**src/rtl/accelerator_wb_master_if.sv**
```systemverilog
// Command/response handshake and classic Wishbone master bus bundle
// for the accelerator Wishbone master.
interface accelerator_wb_master_if;
  logic        cmd_valid_i;
  logic        cmd_ready_o;
  logic        cmd_we_i;
  logic [7:0]  cmd_adr_i;
  logic [31:0] cmd_dat_i;
  logic [3:0]  cmd_sel_i;

  logic        rsp_valid_o;
  logic        rsp_ready_i;
  logic [31:0] rsp_dat_o;
  logic        rsp_err_o;

  logic        wb_cyc_o;
  logic        wb_stb_o;
  logic        wb_we_o;
  logic [7:0]  wb_adr_o;
  logic [31:0] wb_dat_o;
  logic [3:0]  wb_sel_o;
  logic [2:0]  wb_cti_o;
  logic [1:0]  wb_bte_o;
  logic        wb_ack_i;
  logic        wb_err_i;
  logic        wb_rty_i;
  logic [31:0] wb_dat_i;

  modport master (
    input  cmd_valid_i, cmd_we_i, cmd_adr_i,
    input  cmd_dat_i, cmd_sel_i, rsp_ready_i,
    input  wb_ack_i, wb_err_i, wb_rty_i, wb_dat_i,
    output cmd_ready_o, rsp_valid_o,
    output rsp_dat_o, rsp_err_o,
    output wb_cyc_o, wb_stb_o, wb_we_o,
    output wb_adr_o, wb_dat_o, wb_sel_o,
    output wb_cti_o, wb_bte_o
  );

  modport slave (
    output cmd_valid_i, cmd_we_i, cmd_adr_i,
    output cmd_dat_i, cmd_sel_i, rsp_ready_i,
    output wb_ack_i, wb_err_i, wb_rty_i, wb_dat_i,
    input  cmd_ready_o, rsp_valid_o,
    input  rsp_dat_o, rsp_err_o,
    input  wb_cyc_o, wb_stb_o, wb_we_o,
    input  wb_adr_o, wb_dat_o, wb_sel_o,
    input  wb_cti_o, wb_bte_o
  );
endinterface

```
**src/rtl/accelerator_wb_master.sv**
```systemverilog
// Single-outstanding classic Wishbone master with retry handling.
// Define ACCEL_WBM_TIMEOUT_EN to abort BUS after TIMEOUT_CYC cycles.
module accelerator_wb_master #(
  parameter int MAX_RETRY   = 3,
  parameter int TIMEOUT_CYC = 64
) (
  input logic                     clk,
  input logic                     wb_rst_i,
  accelerator_wb_master_if.master bus
);
  localparam int RW =
    (MAX_RETRY > 0) ? $clog2(MAX_RETRY + 1) : 1;
  localparam logic [RW-1:0] RTY_MAX = RW'(MAX_RETRY);

  typedef enum logic [1:0] {
    IDLE, BUS, RETRY, RESP
  } state_t;

  state_t        state_q, state_d;
  logic [RW-1:0] rty_q, rty_d;
  logic          we_q, we_d;
  logic [7:0]    adr_q, adr_d;
  logic [31:0]   dat_q, dat_d;
  logic [3:0]    sel_q, sel_d;
  logic [31:0]   rdat_q, rdat_d;
  logic          rerr_q, rerr_d;
  logic          cyc_q, rdy_q, vld_q;
  logic          to_hit;

  if (TIMEOUT_CYC < 1) begin : g_bad_timeout
    $error("TIMEOUT_CYC must be at least 1");
  end

`ifdef ACCEL_WBM_TIMEOUT_EN
  localparam int TW =
    (TIMEOUT_CYC > 1) ? $clog2(TIMEOUT_CYC) : 1;
  localparam logic [TW-1:0] TO_LAST = TW'(TIMEOUT_CYC - 1);

  logic [TW-1:0] to_q, to_d;

  assign to_hit = (to_q == TO_LAST);

  always_comb begin
    to_d = to_q;
    if (state_d == BUS && state_q != BUS)
      to_d = '0;
    else if (state_q == BUS)
      to_d = to_q + 1'b1;
  end

  always_ff @(posedge clk) begin
    if (wb_rst_i) to_q <= '0;
    else          to_q <= to_d;
  end
`else
  assign to_hit = 1'b0;
`endif

  always_comb begin
    state_d = state_q;
    rty_d   = rty_q;
    we_d    = we_q;
    adr_d   = adr_q;
    dat_d   = dat_q;
    sel_d   = sel_q;
    rdat_d  = rdat_q;
    rerr_d  = rerr_q;
    unique case (state_q)
      IDLE: begin
        if (bus.cmd_valid_i && rdy_q) begin
          we_d    = bus.cmd_we_i;
          adr_d   = bus.cmd_adr_i;
          dat_d   = bus.cmd_dat_i;
          sel_d   = bus.cmd_sel_i;
          rty_d   = '0;
          state_d = BUS;
        end
      end
      BUS: begin
        // err outranks ack, ack outranks rty
        if (bus.wb_err_i) begin
          rerr_d  = 1'b1;
          rdat_d  = '0;
          state_d = RESP;
        end else if (bus.wb_ack_i) begin
          rerr_d  = 1'b0;
          rdat_d  = we_q ? 32'h0 : bus.wb_dat_i;
          state_d = RESP;
        end else if (bus.wb_rty_i) begin
          if (rty_q < RTY_MAX) begin
            rty_d   = rty_q + 1'b1;
            state_d = RETRY;
          end else begin
            rerr_d  = 1'b1;
            rdat_d  = '0;
            state_d = RESP;
          end
        end else if (to_hit) begin
          rerr_d  = 1'b1;
          rdat_d  = '0;
          state_d = RESP;
        end
      end
      RETRY: state_d = BUS;
      RESP: begin
        if (bus.rsp_ready_i) state_d = IDLE;
      end
      default: state_d = IDLE;
    endcase
  end

  always_ff @(posedge clk) begin
    if (wb_rst_i) begin
      state_q <= IDLE;
      rty_q   <= '0;
      we_q    <= 1'b0;
      adr_q   <= '0;
      dat_q   <= '0;
      sel_q   <= '0;
      rdat_q  <= '0;
      rerr_q  <= 1'b0;
      cyc_q   <= 1'b0;
      rdy_q   <= 1'b0;
      vld_q   <= 1'b0;
    end else begin
      state_q <= state_d;
      rty_q   <= rty_d;
      we_q    <= we_d;
      adr_q   <= adr_d;
      dat_q   <= dat_d;
      sel_q   <= sel_d;
      rdat_q  <= rdat_d;
      rerr_q  <= rerr_d;
      cyc_q   <= (state_d == BUS);
      rdy_q   <= (state_d == IDLE);
      vld_q   <= (state_d == RESP);
    end
  end

  assign bus.cmd_ready_o = rdy_q;
  assign bus.rsp_valid_o = vld_q;
  assign bus.rsp_dat_o   = rdat_q;
  assign bus.rsp_err_o   = rerr_q;
  assign bus.wb_cyc_o    = cyc_q;
  assign bus.wb_stb_o    = cyc_q;
  assign bus.wb_we_o     = we_q;
  assign bus.wb_adr_o    = adr_q;
  assign bus.wb_dat_o    = dat_q;
  assign bus.wb_sel_o    = sel_q;
  assign bus.wb_cti_o    = 3'b000;
  assign bus.wb_bte_o    = 2'b00;
endmodule

```
**src/flat_wrapper.sv**
```systemverilog
// flat-port wrapper written by rule: the top's interface ports become plain ports
module accelerator_wb_master_flat 
#(
  parameter int MAX_RETRY   = 3,
  parameter int TIMEOUT_CYC = 64
)
  (clk, wb_rst_i, bus_cmd_valid_i, bus_cmd_we_i, bus_cmd_adr_i, bus_cmd_dat_i, bus_cmd_sel_i, bus_rsp_ready_i, bus_wb_ack_i, bus_wb_err_i, bus_wb_rty_i, bus_wb_dat_i, bus_cmd_ready_o, bus_rsp_valid_o, bus_rsp_dat_o, bus_rsp_err_o, bus_wb_cyc_o, bus_wb_stb_o, bus_wb_we_o, bus_wb_adr_o, bus_wb_dat_o, bus_wb_sel_o, bus_wb_cti_o, bus_wb_bte_o);
  accelerator_wb_master_if bus_i ();
  input logic clk;
  input logic wb_rst_i;
  input wire logic [$bits(bus_i.cmd_valid_i)-1:0] bus_cmd_valid_i;
  input wire logic [$bits(bus_i.cmd_we_i)-1:0] bus_cmd_we_i;
  input wire logic [$bits(bus_i.cmd_adr_i)-1:0] bus_cmd_adr_i;
  input wire logic [$bits(bus_i.cmd_dat_i)-1:0] bus_cmd_dat_i;
  input wire logic [$bits(bus_i.cmd_sel_i)-1:0] bus_cmd_sel_i;
  input wire logic [$bits(bus_i.rsp_ready_i)-1:0] bus_rsp_ready_i;
  input wire logic [$bits(bus_i.wb_ack_i)-1:0] bus_wb_ack_i;
  input wire logic [$bits(bus_i.wb_err_i)-1:0] bus_wb_err_i;
  input wire logic [$bits(bus_i.wb_rty_i)-1:0] bus_wb_rty_i;
  input wire logic [$bits(bus_i.wb_dat_i)-1:0] bus_wb_dat_i;
  output wire logic [$bits(bus_i.cmd_ready_o)-1:0] bus_cmd_ready_o;
  output wire logic [$bits(bus_i.rsp_valid_o)-1:0] bus_rsp_valid_o;
  output wire logic [$bits(bus_i.rsp_dat_o)-1:0] bus_rsp_dat_o;
  output wire logic [$bits(bus_i.rsp_err_o)-1:0] bus_rsp_err_o;
  output wire logic [$bits(bus_i.wb_cyc_o)-1:0] bus_wb_cyc_o;
  output wire logic [$bits(bus_i.wb_stb_o)-1:0] bus_wb_stb_o;
  output wire logic [$bits(bus_i.wb_we_o)-1:0] bus_wb_we_o;
  output wire logic [$bits(bus_i.wb_adr_o)-1:0] bus_wb_adr_o;
  output wire logic [$bits(bus_i.wb_dat_o)-1:0] bus_wb_dat_o;
  output wire logic [$bits(bus_i.wb_sel_o)-1:0] bus_wb_sel_o;
  output wire logic [$bits(bus_i.wb_cti_o)-1:0] bus_wb_cti_o;
  output wire logic [$bits(bus_i.wb_bte_o)-1:0] bus_wb_bte_o;
  assign bus_i.cmd_valid_i = bus_cmd_valid_i;
  assign bus_i.cmd_we_i = bus_cmd_we_i;
  assign bus_i.cmd_adr_i = bus_cmd_adr_i;
  assign bus_i.cmd_dat_i = bus_cmd_dat_i;
  assign bus_i.cmd_sel_i = bus_cmd_sel_i;
  assign bus_i.rsp_ready_i = bus_rsp_ready_i;
  assign bus_i.wb_ack_i = bus_wb_ack_i;
  assign bus_i.wb_err_i = bus_wb_err_i;
  assign bus_i.wb_rty_i = bus_wb_rty_i;
  assign bus_i.wb_dat_i = bus_wb_dat_i;
  assign bus_cmd_ready_o = bus_i.cmd_ready_o;
  assign bus_rsp_valid_o = bus_i.rsp_valid_o;
  assign bus_rsp_dat_o = bus_i.rsp_dat_o;
  assign bus_rsp_err_o = bus_i.rsp_err_o;
  assign bus_wb_cyc_o = bus_i.wb_cyc_o;
  assign bus_wb_stb_o = bus_i.wb_stb_o;
  assign bus_wb_we_o = bus_i.wb_we_o;
  assign bus_wb_adr_o = bus_i.wb_adr_o;
  assign bus_wb_dat_o = bus_i.wb_dat_o;
  assign bus_wb_sel_o = bus_i.wb_sel_o;
  assign bus_wb_cti_o = bus_i.wb_cti_o;
  assign bus_wb_bte_o = bus_i.wb_bte_o;
  accelerator_wb_master #(.MAX_RETRY(MAX_RETRY), .TIMEOUT_CYC(TIMEOUT_CYC)) u_core (.clk(clk), .wb_rst_i(wb_rst_i), .bus(bus_i));
endmodule
```
**config.mk**
```make
export PLATFORM = sky130hd
export DESIGN_NAME = accelerator_wb_master_flat
export DESIGN_NICKNAME = d
export VERILOG_FILES = /design/src/rtl/accelerator_wb_master_if.sv /design/src/rtl/accelerator_wb_master.sv /design/src/flat_wrapper.sv
export SDC_FILE = /design/constraint.sdc
export NUM_CORES = 1
export LEC_CHECK = 0
export CAP_MARGIN = 10
export CELL_PAD_IN_SITES_DETAIL_PLACEMENT = 1
export CELL_PAD_IN_SITES_GLOBAL_PLACEMENT = 2
export CORE_MARGIN = 5
export CORE_UTILIZATION = 19
export DETAILED_ROUTE_END_ITERATION = 7
export PLACE_DENSITY = 0.87
export SYNTH_ARGS = -nofsm -noshare
export SYNTH_HDL_FRONTEND = slang
export SYNTH_SLANG_ARGS = --single-unit
```
**constraint.sdc**
```tcl
create_clock -name clk -period 1.7 [get_ports clk]
set_clock_uncertainty 0.1 [all_clocks]
set_input_delay 0.51 -clock clk [delete_from_list [all_inputs] [get_ports clk]]
set_output_delay 0.51 -clock clk [all_outputs]
set_load 0.05 [all_outputs]
```
## After elaboration in Yosys (flattened, before gate mapping)

Cells that the tools add are included.
W data, S select, Z words.

- Register bits after elaboration: 85
- Bits of input ports: 84
- Output and inout port bits: 87
- Logic and storage cells: 54

- $add $sub $neg: 1
- Order comparisons: 1
- Equality and inequality tests: 11
- Mux-type cells: 22
- Reductions and logical operators: 8

Operators with widths:

| kind | count |
|---|---|
| $mux W32 | 5 |
| $mux W2 | 10 |
| $pmux W2 S4 | 1 |
| $eq A2 B2 Y1 const B | 3 |
| $ne A2 B2 Y1 const B | 3 |
| $reduce_and A6 Y1 | 1 |
| $mux W1 | 5 |
| $eq A2 B1 Y1 const B | 2 |
| $logic_not A2 Y1 | 2 |
| $ne A2 B1 Y1 const B | 2 |
| $pmux W2 S2 | 1 |
| $ne A3 B3 Y1 const B | 1 |
| $reduce_and A3 Y1 | 1 |
| $reduce_bool A3 Y1 | 1 |
| $add A2 B1 Y2 const B | 1 |
| $lt A2 B2 Y1 const B | 1 |
| $reduce_and A2 Y1 | 1 |
| $reduce_bool A2 Y1 | 1 |
| $logic_and A1 B1 Y1 | 1 |

## Depth between registers and ports, before layout

Gate-level depths: netlist (run 1).

- Depth in word-level cells: 7
- Mapped depth: 5
- Depth with buffers taken out: 4

## Worst setup path before layout (run 1)

Ideal clock, no wire load.

- Path kind: register to register
- Start: reg u_core.rdy_q (netlist: u_core.bus.cmd_ready_o)
- End: reg u_core.dat_q[20] (netlist: u_core.bus.wb_dat_o[20])
- Library setup time: 70 ps
- Arrival time: 1569 ps
- Required time: 1530 ps
- Path slack: -39 ps
- Cell stages (with the launch flop): 6
- Path buffers: 2
- Clock period less this slack: 1739 ps
- Cell sequence: dfxtp_1 nor4bb_1 clkbuf_1 buf_2 nand2_1 a21oi_1

- Longest elaborated chain between the ends: 2

Ends and longest elaborated chain:

| element | line | source |
|---|---|---|
| start, declared | accelerator_wb_master.sv:27 | `logic cyc_q, rdy_q, vld_q;` |
| start signal, assigned | accelerator_wb_master.sv:135 | `rdy_q <= (state_d == IDLE);` |
| $logic_and A1 B1 Y1 | accelerator_wb_master.sv:70 | `if (bus.cmd_valid_i && rdy_q) begin` |
| $reduce_and A2 Y1 (no line) | - |  |
| end signal, assigned | accelerator_wb_master.sv:130 | `dat_q <= dat_d;` |
| end, declared | accelerator_wb_master.sv:23 | `logic [31:0] dat_q, dat_d;` |

No other way between the ends.
A chain may end at the register's enable or synchronous reset.

## Worst setup path in the final report (run 1)

- Start: reg u_core.rty_q[1]
- End: reg u_core.rty_q[0]

- Longest elaborated chain between the ends: 3

Ends and longest elaborated chain:

| element | line | source |
|---|---|---|
| start, declared | accelerator_wb_master.sv:20 | `logic [RW-1:0] rty_q, rty_d;` |
| start signal, assigned | accelerator_wb_master.sv:127 | `rty_q <= rty_d;` |
| $lt A2 B2 Y1 | accelerator_wb_master.sv:90 | `if (rty_q < RTY_MAX) begin` |
| $ne A2 B1 Y1 (no line) | - |  |
| $reduce_and A6 Y1 (no line) | - |  |

No other way between the ends.

==> run_results.csv, run 1 <==
group,metric,value,unit
drt,route.detailed.drc,0,
run,maxCapViolations,0,
worst_setup_path,cp_slowest_stage_delay,0.51,ns
final_layout,fillCellCount,1857,
placement,dp.final_hpwl,9.24,mm
final_layout,area_growth_from_synthesis_to_final_layout,100,%
timing,timing.final.setup_violations,0,
floorplanning,die_w,140,um
global_route,track_usage,0.123,
worst_setup_path,timing.rr.start,"u_core.rty_q[1]$_SDFFE_PP0P_",
placement,detailed_place.area,6070,um2
synthesis,synthMuxAreaShare,0.0997,
timing,finalCritPeriodShare,0.998,
final_layout,layout-drive-gt1-share,0.233,
synthesis,post_synth_xor_area_fraction,0,
drt,drtAntennaViolNets,0,
power,cellLeakagePower,2.34,nW
timing,min_period,1.70,ns
worst_setup_path,critical_path_peak_fanout,3,
floorplanning,core.rowCount,47,
worst_setup_path,setup.worst_path.end_class,"flop",
worst_hold_path,worst_hold_path.endpoint,"u_core.bus.wb_sel_o[1]$_SDFFE_PP0P_",
final_layout,layout_commonest_cell,"sky130_fd_sc_hd__nand2_1",
drt,routed-via-count,3154,
synthesis,synth-compound-area-share,0.0970,
floorplanning,dieHeight,140,um
synthesis,yosys.area_share.simple,0.218,
placement,gp_routability_congestion,0.699,
floorplanning,die_area,19600,um2
clock_tree,clock_tree.buffer_depth,2,
synthesis,yosysSeqAreaShare,0.530,
power,p_per_area,914,nW/um2
synthesis,synth-async-reset-ratio,0,
worst_setup_path,cp.required,1.86,ns
clock_tree,clk-insertion-delay-late,0.33,ns
synthesis,synth-edff-count,0,
final_layout,fin_nets,634,
worst_setup_path,reg2reg_setup_slack,0.003,ns
worst_hold_path,min-delay-start,"u_core.bus.wb_sel_o[1]$_SDFFE_PP0P_",
worst_hold_path,worst_hold_path_type,"flop to flop",
placement,place_ws,-0.525,ns
global_route,antenna_found_initial,1,
synthesis,ys_ff_latch,85,
placement,io_buffer_count,165,
floorplanning,pin_count,171,
synthesis,dominant_combinational_cell_family_by_area_after_synthesis,"simple AND/OR/NAND/NOR gates",
timing,finalHoldViolations,0,
floorplanning,initial_core_util,0.194,
drt,drt_iter0_markers,97,
worst_setup_path,arrival,1.86,ns
worst_setup_path,cell_at_the_slowest_stage_of_the_critical_path,"sky130_fd_sc_hd__or4b_4",
synthesis,yosys.area_share.adder,0.00389,
timing,worst_slack,0.00270,ns
power,worst_vdd_rail_ir_drop,0.000473,V
power,power.total,0.00588,W
drt,drtPass1Iterations,4,
worst_setup_path,worstPathCellList,"ha_4 > or4b_4 > or3_1 > a21oi_2",
timing,rsz0062_at_grt,"yes",
synthesis,syn_avg_cell_area,8.50,um2
outcome,outcome,"finished clean",
worst_setup_path,capture_instance_of_the_worst_register_to_register_path,"u_core.rty_q[0]$_SDFFE_PP0P_",
global_route,grt_pass1_wl,19.1,mm
clock_tree,cts_tree,"done",
final_layout,final_cell_count_no_fill,774,
clock_tree,cts_root_buffer,"sky130_fd_sc_hd__clkbuf_16",
synthesis,yosysUniqueCellTypes,34,
global_route,gr-total-overflow,0,
drt,wl_cell,15.3,um
clock_tree,worst_setup_hold_path_clk_slew,0.06,ns
worst_hold_path,worst_hold_stages,2,
drt,postRouteWirelength,11.8,mm
synthesis,synthesis.instances,378,
final_layout,mostFrequentLayoutCells,"sky130_fd_sc_hd__nand2_1, sky130_fd_sc_hd__buf_12, sky130_fd_sc_hd__dfxtp_1, sky130_fd_sc_hd__clkdlybuf4s50_1, sky130_fd_sc_hd__a21oi_1",
placement,place.detailed.instances,756,
floorplanning,core_region_area,16600,um2
final_layout,finish.instance_area,6430,um2
global_route,first_global_vias,3639,
clock_tree,cts_buffers,9,
clock_tree,htree_num_levels,3,
worst_setup_path,worstRegToRegCells,4,
timing,slew_violations,0,
timing,max_freq,589,MHz
synthesis,netlist_area,3210,um2
worst_setup_path,timing_worst_setup_path_type,"flop to flop",
global_route,grt_max_degree,41,
drt,vias_per_cell,4.07,
synthesis,postSynth.topFlopCell,"sky130_fd_sc_hd__dfxtp_1",
clock_tree,clock_sinks,85,
worst_setup_path,crit_path_start_kind,"flop",
synthesis,warning_count_from_the_yosys_run,0,
[stage by stage]
step           utilization  hold WS (ns)  TNS (ns)
2_1_floorplan            -         0.388   -0.0160
3_3_place_gp         0.366         0.380    -30.56
3_5_place_dp         0.366         0.387    -34.14
4_1_cts              0.386         0.396    -0.113
5_1_grt              0.388         0.416    -0.113
6_report             0.388         0.392         0
[layer usage]
layer,GRT usage,part of all wire,up-vias
met5,0,0,-
met4,0.0449,0.014,0
met2,0.220,0.53,81
met1,0.135,0.40,1494
met3,0.0406,0.059,13
li1,-,-,1566
[Yosys cell counts (2+ instances only)]
library cell,count,area [um2]
sky130_fd_sc_hd__a21oi_1,46,230
sky130_fd_sc_hd__buf_1,3,11.3
sky130_fd_sc_hd__buf_2,10,50.1
sky130_fd_sc_hd__buf_4,6,45.0
sky130_fd_sc_hd__clkbuf_1,12,45.0
sky130_fd_sc_hd__dfxtp_1,85,1700
sky130_fd_sc_hd__inv_1,2,7.51
sky130_fd_sc_hd__mux2i_1,32,320
sky130_fd_sc_hd__nand2_1,156,586
sky130_fd_sc_hd__nor2_1,2,7.51
[area by class of cell]
type,count,area [um2],area share
clock inverters,4,73.8,0.0115
diodes,1,2.50,0.000389
inverters,3,11.3,0.00175
clock buffers,11,233,0.0362
repair buffers,187,2720,0.422
well taps,220,275,0.0428
multi-input cells,263,1410,0.220
flip-flops and latches,85,1710,0.265
[critical path, delay by kind of cell (launching register included)]
family / cells / cell delay, ns
AND/OR/NAND/NOR: 2 / 0.86
adder cells (fa/ha/maj): 1 / 0.16
AO/OA/AOI/OAI: 1 / 0.17
flip-flops: 1 / 0.34
[sequential cells by signal, indices dropped and copies added (netlist names)]
name / cells
u_core.bus.cmd_ready_o: 1
u_core.bus.wb_dat_o: 32
u_core.bus.rsp_dat_o: 32
u_core.bus.wb_we_o: 1
u_core.bus.rsp_valid_o: 1
u_core.bus.rsp_err_o: 1
u_core.bus.wb_sel_o: 4
u_core.bus.wb_adr_o: 8
u_core.rty_q: 2
u_core.state_q: 2
u_core.bus.wb_cyc_o: 1
[how the worst max path moves through the flow]
stage | start | end | cells past startpoint
after detailed placement | bus_wb_err_i | u_core.bus.cmd_ready_o$_SDFF_PP0_ | 4
after global routing | u_core.rty_q[1]$_SDFFE_PP0P_ | u_core.bus.cmd_ready_o$_SDFF_PP0_ | 4
after CTS | u_core.rty_q[0]$_SDFFE_PP0P_ | u_core.bus.cmd_ready_o$_SDFF_PP0_ | 4
final | u_core.rty_q[1]$_SDFFE_PP0P_ | u_core.rty_q[0]$_SDFFE_PP0P_ | 4
after floorplan | bus_wb_err_i | u_core.bus.cmd_ready_o$_SDFF_PP0_ | 3
after global placement | bus_wb_err_i | u_core.bus.cmd_ready_o$_SDFF_PP0_ | 4
[repair_timing]
item	in CTS	in global routing
buffers inserted	1	1
pin swaps	3	5
endpoints found under the setup margin	64	45
gates resized for setup	9	6
hold buffers	0	0
[cells by family after synthesis]
logic type / Yosys count
fa+ha+maj: 1
compound gates: 54
flops: 85
simple gates: 171
other cells: 1
buf+inv: 34
mux: 32
[power breakdown]
part	internal (W)	leakage [nW]	switching, W
combinational	0.000791	1.50	0.000791
clock	0.00128	0.150	0.000776
sequential	0.00211	0.690	0.000136
total	0.00418	2.34	0.00170
Power figures use the tool's default switching activity.
==> run 2, diff against run 1 <==
TNS_END_PERCENT = 20   (was not set)
clock period = 1.55 ns   (was 1.7 ns; I/O delays follow)
==> run 2 against run 1 <==
Register-to-register slack got worse by 0.16 ns. Worst hold slack got worse by 0.00068 ns. Critical path depth did not move. First-iteration DRC count is 3.1% higher. Largest power group unchanged. The flow now finishes with violations (negative setup slack).
==> run_results.csv, run 2 (synthesis gave the netlist of run 1 again) <==
group,metric,value,unit
outcome,outcome,"finished with violations",
outcome,violations_in_the_final_reports,"negative setup slack",
drt,drtPass1Iterations,4,
worst_setup_path,arrival,1.89,ns
final_layout,mostFrequentLayoutCells,"sky130_fd_sc_hd__nand2_1, sky130_fd_sc_hd__buf_12, sky130_fd_sc_hd__clkdlybuf4s50_1, sky130_fd_sc_hd__dfxtp_1, sky130_fd_sc_hd__a21oi_1",
power,switching_share,0.296,
drt,vias_per_cell,4.17,
clock_tree,cts_buffers,9,
placement,place_ws,-0.675,ns
clock_tree,cts_hold_repair.buffers,0,
placement,io_buffer_count,165,
global_route,gr-total-overflow,0,
timing,worst_slack,-0.154,ns
power,cellLeakagePower,2.31,nW
run,maxCapViolations,0,
worst_setup_path,critical_path_peak_fanout,4,
final_layout,area_growth_from_synthesis_to_final_layout,99.5,%
drt,route.detailed.drc,0,
timing,finalCritPeriodShare,1.10,
drt,highest-signal-layer,"met4",
timing,min_period,1.70,ns
placement,dp.final_hpwl,9.44,mm
final_layout,fillCellCount,1833,
timing,max_freq,587,MHz
drt,wl_cell,15.6,um
power,share_clk_of_total_power,0.356,
drt,postRouteWirelength,12.0,mm
timing,worst_slew_pin_slew,0.502,ns
power,power.switching,0.00192,W
final_layout,fin_nets,631,
timing,max_slew_margin,0.665,
drt,drt_iter0_markers,100,
final_layout,num_antenna_cells,0,
drt,met2_length,6.35,mm
clock_tree,clock_sinks,85,
timing,finalHoldViolations,0,
timing,slew_violations,0,
timing,hold_slack,0.391,ns
final_layout,layout-drive-gt1-share,0.241,
worst_hold_path,worst_hold_path_type,"flop to flop",
floorplanning,initial_core_util,0.194,
power,p_per_area,1010,nW/um2
final_layout,layout_commonest_cell,"sky130_fd_sc_hd__nand2_1",
worst_setup_path,cp.required,1.73,ns
worst_setup_path,timing_worst_setup_path_type,"flop to flop",
drt,routed-via-count,3216,
global_route,first_global_vias,3511,
power,internal_power,0.00458,W
clock_tree,htree_num_levels,3,
power,p_comb_frac,0.265,
floorplanning,die_area,19600,um2
placement,place.detailed.instances,753,
power,worst_vdd_rail_ir_drop,0.000577,V
power,seq_power_share,0.379,
placement,gp_routability_congestion,0.771,
clock_tree,cts_tree,"done",
floorplanning,core_region_area,16600,um2
floorplanning,dieHeight,140,um
clock_tree,clock_tree.buffer_depth,2,
final_layout,final_cell_count_no_fill,771,
global_route,track_usage,0.123,
floorplanning,pin_count,171,
clock_tree,worst_setup_hold_path_clk_slew,0.06,ns
timing,rsz0062_at_grt,"yes",
worst_setup_path,crit_path_start_kind,"flop",
floorplanning,core.rowCount,47,
drt,drtAntennaViolNets,0,
drt,route.met3.wl,738,um
worst_setup_path,setup.worst_path.end_class,"flop",
floorplanning,die_w,140,um
drt,wirelength_met1,4.68,mm
clock_tree,clk-insertion-delay-late,0.34,ns
global_route,grt_max_degree,45,
global_route,antenna_found_initial,0,
global_route,grt_pass1_wl,19.0,mm
timing,timing.final.setup_violations,6,
clock_tree,cts_root_buffer,"sky130_fd_sc_hd__clkbuf_16",
[run 2: cell types whose count changed in the layout (fill, tap and decap cells not counted), sizes merged]
cell,before,now
dlymetal6s2s,1,0
diode,1,0
clkbuf,11,10
buf,105,102
clkinvlp,0,3
dlygate4sd2,3,4
clkinv,3,2
[run 2: critical path: stages, from the launching register on]
cell and delay (ns):
sky130_fd_sc_hd__dfxtp_2 0.34, sky130_fd_sc_hd__ha_4 0.16, sky130_fd_sc_hd__or4b_4 0.51, sky130_fd_sc_hd__a221oi_4 0.34, sky130_fd_sc_hd__and3_1 0.19
[run 2: cell type report]
| class | instances | area, um2 | share of cell area |
|---|---|---|---|
| Inverter | 3 | 11.3 | 0.00176 |
| Sequential cell | 85 | 1710 | 0.267 |
| Clock buffer | 10 | 229 | 0.0357 |
| Timing Repair Buffer | 184 | 2680 | 0.418 |
| Clock inverter | 6 | 87.6 | 0.0137 |
| Tap cell | 220 | 275 | 0.0429 |
| Multi-Input combinational cell | 263 | 1420 | 0.221 |
[run 2: power by group through the flow]
stage | registers (W) | logic [W] | clock network, W
2_1_floorplan | 0.00283 | 0.000443 | 0
3_3_place_gp | 0.00250 | 0.00171 | 0
3_5_place_dp | 0.00251 | 0.00175 | 0
4_1_cts | 0.00246 | 0.00175 | 0.00241
5_1_grt | 0.00248 | 0.00181 | 0.00251
6_report | 0.00246 | 0.00172 | 0.00232
[run 2: path summary, 6_finish.rpt]
check / start / to / slack (ns) / cells after the start
max: u_core.rty_q[0]$_SDFFE_PP0P_ / u_core.bus.cmd_ready_o$_SDFF_PP0_ / -0.15 / 4
min: u_core.bus.wb_dat_o[4]$_SDFFE_PP0P_ / u_core.bus.wb_dat_o[4]$_SDFFE_PP0P_ / 0.39 / 2
max reg2reg: u_core.rty_q[0]$_SDFFE_PP0P_ / u_core.bus.cmd_ready_o$_SDFF_PP0_ / -0.15 / 4
min reg2reg: u_core.bus.wb_dat_o[4]$_SDFFE_PP0P_ / u_core.bus.wb_dat_o[4]$_SDFFE_PP0P_ / 0.39 / 2
[run 2: metal layers]
layer  track usage  up-vias
met3        0.0395       15
met5             0        -
met1         0.134     1544
met4        0.0525        0
li1              -     1556
met2         0.220      101
[run 2: timing repair]
item                                    CTS  global route
pin swaps                                 6             3
gates resized for setup                  14             0
endpoints found under the setup margin   81            38
buffers inserted                          1             1
[run 2: through the flow]
stage	setup TNS, ns	utilization	area (um2)	total power (W)
2_1_floorplan	-1.24	-	3230	0.00327
3_3_place_gp	-34.53	0.365	6060	0.00421
3_5_place_dp	-37.26	0.365	6060	0.00426
4_1_cts	-0.829	0.386	6400	0.00663
5_1_grt	-2.18	0.387	6410	0.00680
6_report	-0.687	0.387	6410	0.00650
==> run 3, diff against run 2 <==
CORE_UTILIZATION = 30   (was 19)
DONT_BUFFER_PORTS = 1   (was not set)
PLACE_DENSITY = 0.85   (was 0.87)
==> run 3 against run 2 <==
The flow still finishes with violations (negative setup slack). Combinational power is 37% lower. Maximum frequency is 2.0% lower. Design area is 35% lower. Critical path type unchanged. Global-route usage is 3.1 points higher. Via count is 13% lower. Setup slack worse by 0.035 ns. Die area is 34% lower.
==> run_results.csv, run 3 (synthesis gave the netlist of run 1 again) <==
group,metric,value,unit
clock_tree,clk-insertion-delay-late,0.35,ns
clock_tree,cts_buffers,9,
final_layout,mostFrequentLayoutCells,"sky130_fd_sc_hd__nand2_1, sky130_fd_sc_hd__buf_4, sky130_fd_sc_hd__dfxtp_1, sky130_fd_sc_hd__a21oi_1, sky130_fd_sc_hd__mux2i_1",
clock_tree,clock_tree.buffer_depth,2,
placement,place.detailed.instances,569,
clock_tree,clock_sinks,85,
final_layout,fin_nets,530,
worst_setup_path,critical_path_peak_fanout,4,
worst_hold_path,worst_hold_path.endpoint,"u_core.bus.wb_dat_o[29]$_SDFFE_PP0P_",
worst_setup_path,capture_instance_of_the_worst_register_to_register_path,"u_core.bus.cmd_ready_o$_SDFF_PP0_",
global_route,first_global_vias,3068,
power,worst_vdd_rail_ir_drop,0.000391,V
final_layout,layout_commonest_cell,"sky130_fd_sc_hd__nand2_1",
power,p_per_area,1190,nW/um2
power,power.total,0.00495,W
floorplanning,dieHeight,113,um
placement,gp_routability_congestion,0.700,
worst_setup_path,reg2reg_setup_slack,-0.19,ns
drt,route.detailed.drc,0,
worst_setup_path,crit_path_start_kind,"flop",
floorplanning,core_region_area,10400,um2
timing,worst_slack,-0.189,ns
floorplanning,initial_core_util,0.310,
timing,max_freq,575,MHz
timing,slew_violations,0,
worst_setup_path,worstRegToRegCells,4,
final_layout,layout-drive-gt1-share,0.270,
placement,io_buffer_count,0,
drt,routed-via-count,2807,
worst_hold_path,min-delay-start,"wb_rst_i",
power,cellLeakagePower,1.60,nW
timing,finalCritPeriodShare,1.12,
final_layout,num_antenna_cells,0,
worst_hold_path,worst_hold_stages,1,
final_layout,area_growth_from_synthesis_to_final_layout,29.9,%
timing,min_period,1.74,ns
global_route,antenna_found_initial,0,
final_layout,final_cell_count_no_fill,584,
outcome,violations_in_the_final_reports,"negative setup slack",
final_layout,fillCellCount,1255,
floorplanning,die_area,12900,um2
timing,fin_tns_setup,-0.851,ns
clock_tree,worst_setup_hold_path_clk_slew,0.08,ns
placement,dp.final_hpwl,7.11,mm
clock_tree,cts_root_buffer,"sky130_fd_sc_hd__clkbuf_8",
worst_setup_path,timing_worst_setup_path_type,"flop to flop",
floorplanning,die_w,113,um
timing,hold_slack,0.0658,ns
timing,finalHoldViolations,0,
timing,timing.final.setup_violations,6,
worst_setup_path,timing.rr.start,"u_core.rty_q[1]$_SDFFE_PP0P_",
clock_tree,htree_num_levels,3,
global_route,grt_max_degree,55,
worst_setup_path,arrival,1.93,ns
floorplanning,pin_count,171,
global_route,track_usage,0.154,
drt,drtPass1Iterations,4,
timing,rsz0062_at_grt,"yes",
global_route,gr-total-overflow,0,
worst_hold_path,worst_hold_path_type,"input pin to flop",
run,maxCapViolations,0,
drt,wl_cell,16.6,um
drt,drtAntennaViolNets,0,
drt,vias_per_cell,4.81,
outcome,outcome,"finished with violations",
clock_tree,cts_tree,"done",
worst_setup_path,setup.worst_path.end_class,"flop",
global_route,grt_pass1_wl,15.7,mm
drt,postRouteWirelength,9.72,mm
floorplanning,core.rowCount,37,
worst_setup_path,cp.required,1.74,ns
drt,drt_iter0_markers,138,
[run 3: final cells by class]
type	instances	area, um2	share of cell area
clock inverters	2	10.0	0.00240
inverters	3	11.3	0.00270
well taps	136	170	0.0408
multi-input cells	263	1420	0.339
clock buffers	12	155	0.0372
flip-flops and latches	85	1720	0.412
repair buffers	83	689	0.165
[run 3: worst max-delay path: stages, from the launching register on]
cell and delay (ns):
sky130_fd_sc_hd__dfxtp_2 0.35, sky130_fd_sc_hd__ha_4 0.16, sky130_fd_sc_hd__or4b_4 0.52, sky130_fd_sc_hd__a221oi_4 0.35, sky130_fd_sc_hd__and3_1 0.20
[run 3: repair_timing]
item / CTS / global route
hold endpoints to repair: 0 / 0
hold buffers: 0 / 0
pin swaps: 5 / 3
setup buffers: 1 / 0
gates resized for setup: 19 / 1
setup endpoints to repair: 47 / 18
[run 3: worst max-delay path by stage]
stage                                 startpoint                                end  slack [ns]  depth (start not counted)
global placement                    bus_wb_err_i  u_core.bus.cmd_ready_o$_SDFF_PP0_       -0.14                          3
floorplan                           bus_wb_err_i  u_core.bus.cmd_ready_o$_SDFF_PP0_       -0.12                          3
detailed placement  u_core.rty_q[0]$_SDFFE_PP0P_  u_core.bus.cmd_ready_o$_SDFF_PP0_       -0.22                          4
finish              u_core.rty_q[1]$_SDFFE_PP0P_  u_core.bus.cmd_ready_o$_SDFF_PP0_       -0.19                          4
global route        u_core.rty_q[0]$_SDFFE_PP0P_  u_core.bus.cmd_ready_o$_SDFF_PP0_       -0.23                          4
CTS                 u_core.rty_q[0]$_SDFFE_PP0P_  u_core.bus.cmd_ready_o$_SDFF_PP0_       -0.23                          4
[run 3: metal layers]
layer,share of wire,global-route usage
met1,0.37,0.159
met2,0.54,0.280
met3,0.077,0.0531
met4,0.018,0.0673
met5,0,0
[run 3: metrics by stage]
step | area [um2] | worst slack, ns | utilization
floorplan | 3230 | -0.121 | -
global placement | 3960 | -0.142 | 0.382
detailed placement | 3960 | -0.220 | 0.382
CTS | 4170 | -0.230 | 0.402
global route | 4170 | -0.233 | 0.403
finish | 4170 | -0.189 | 0.403
[run 3: power breakdown]
part / switching, W / internal (W)
clock network: 0.000764 / 0.000649
logic: 0.000737 / 0.000353
registers: 0.000133 / 0.00231
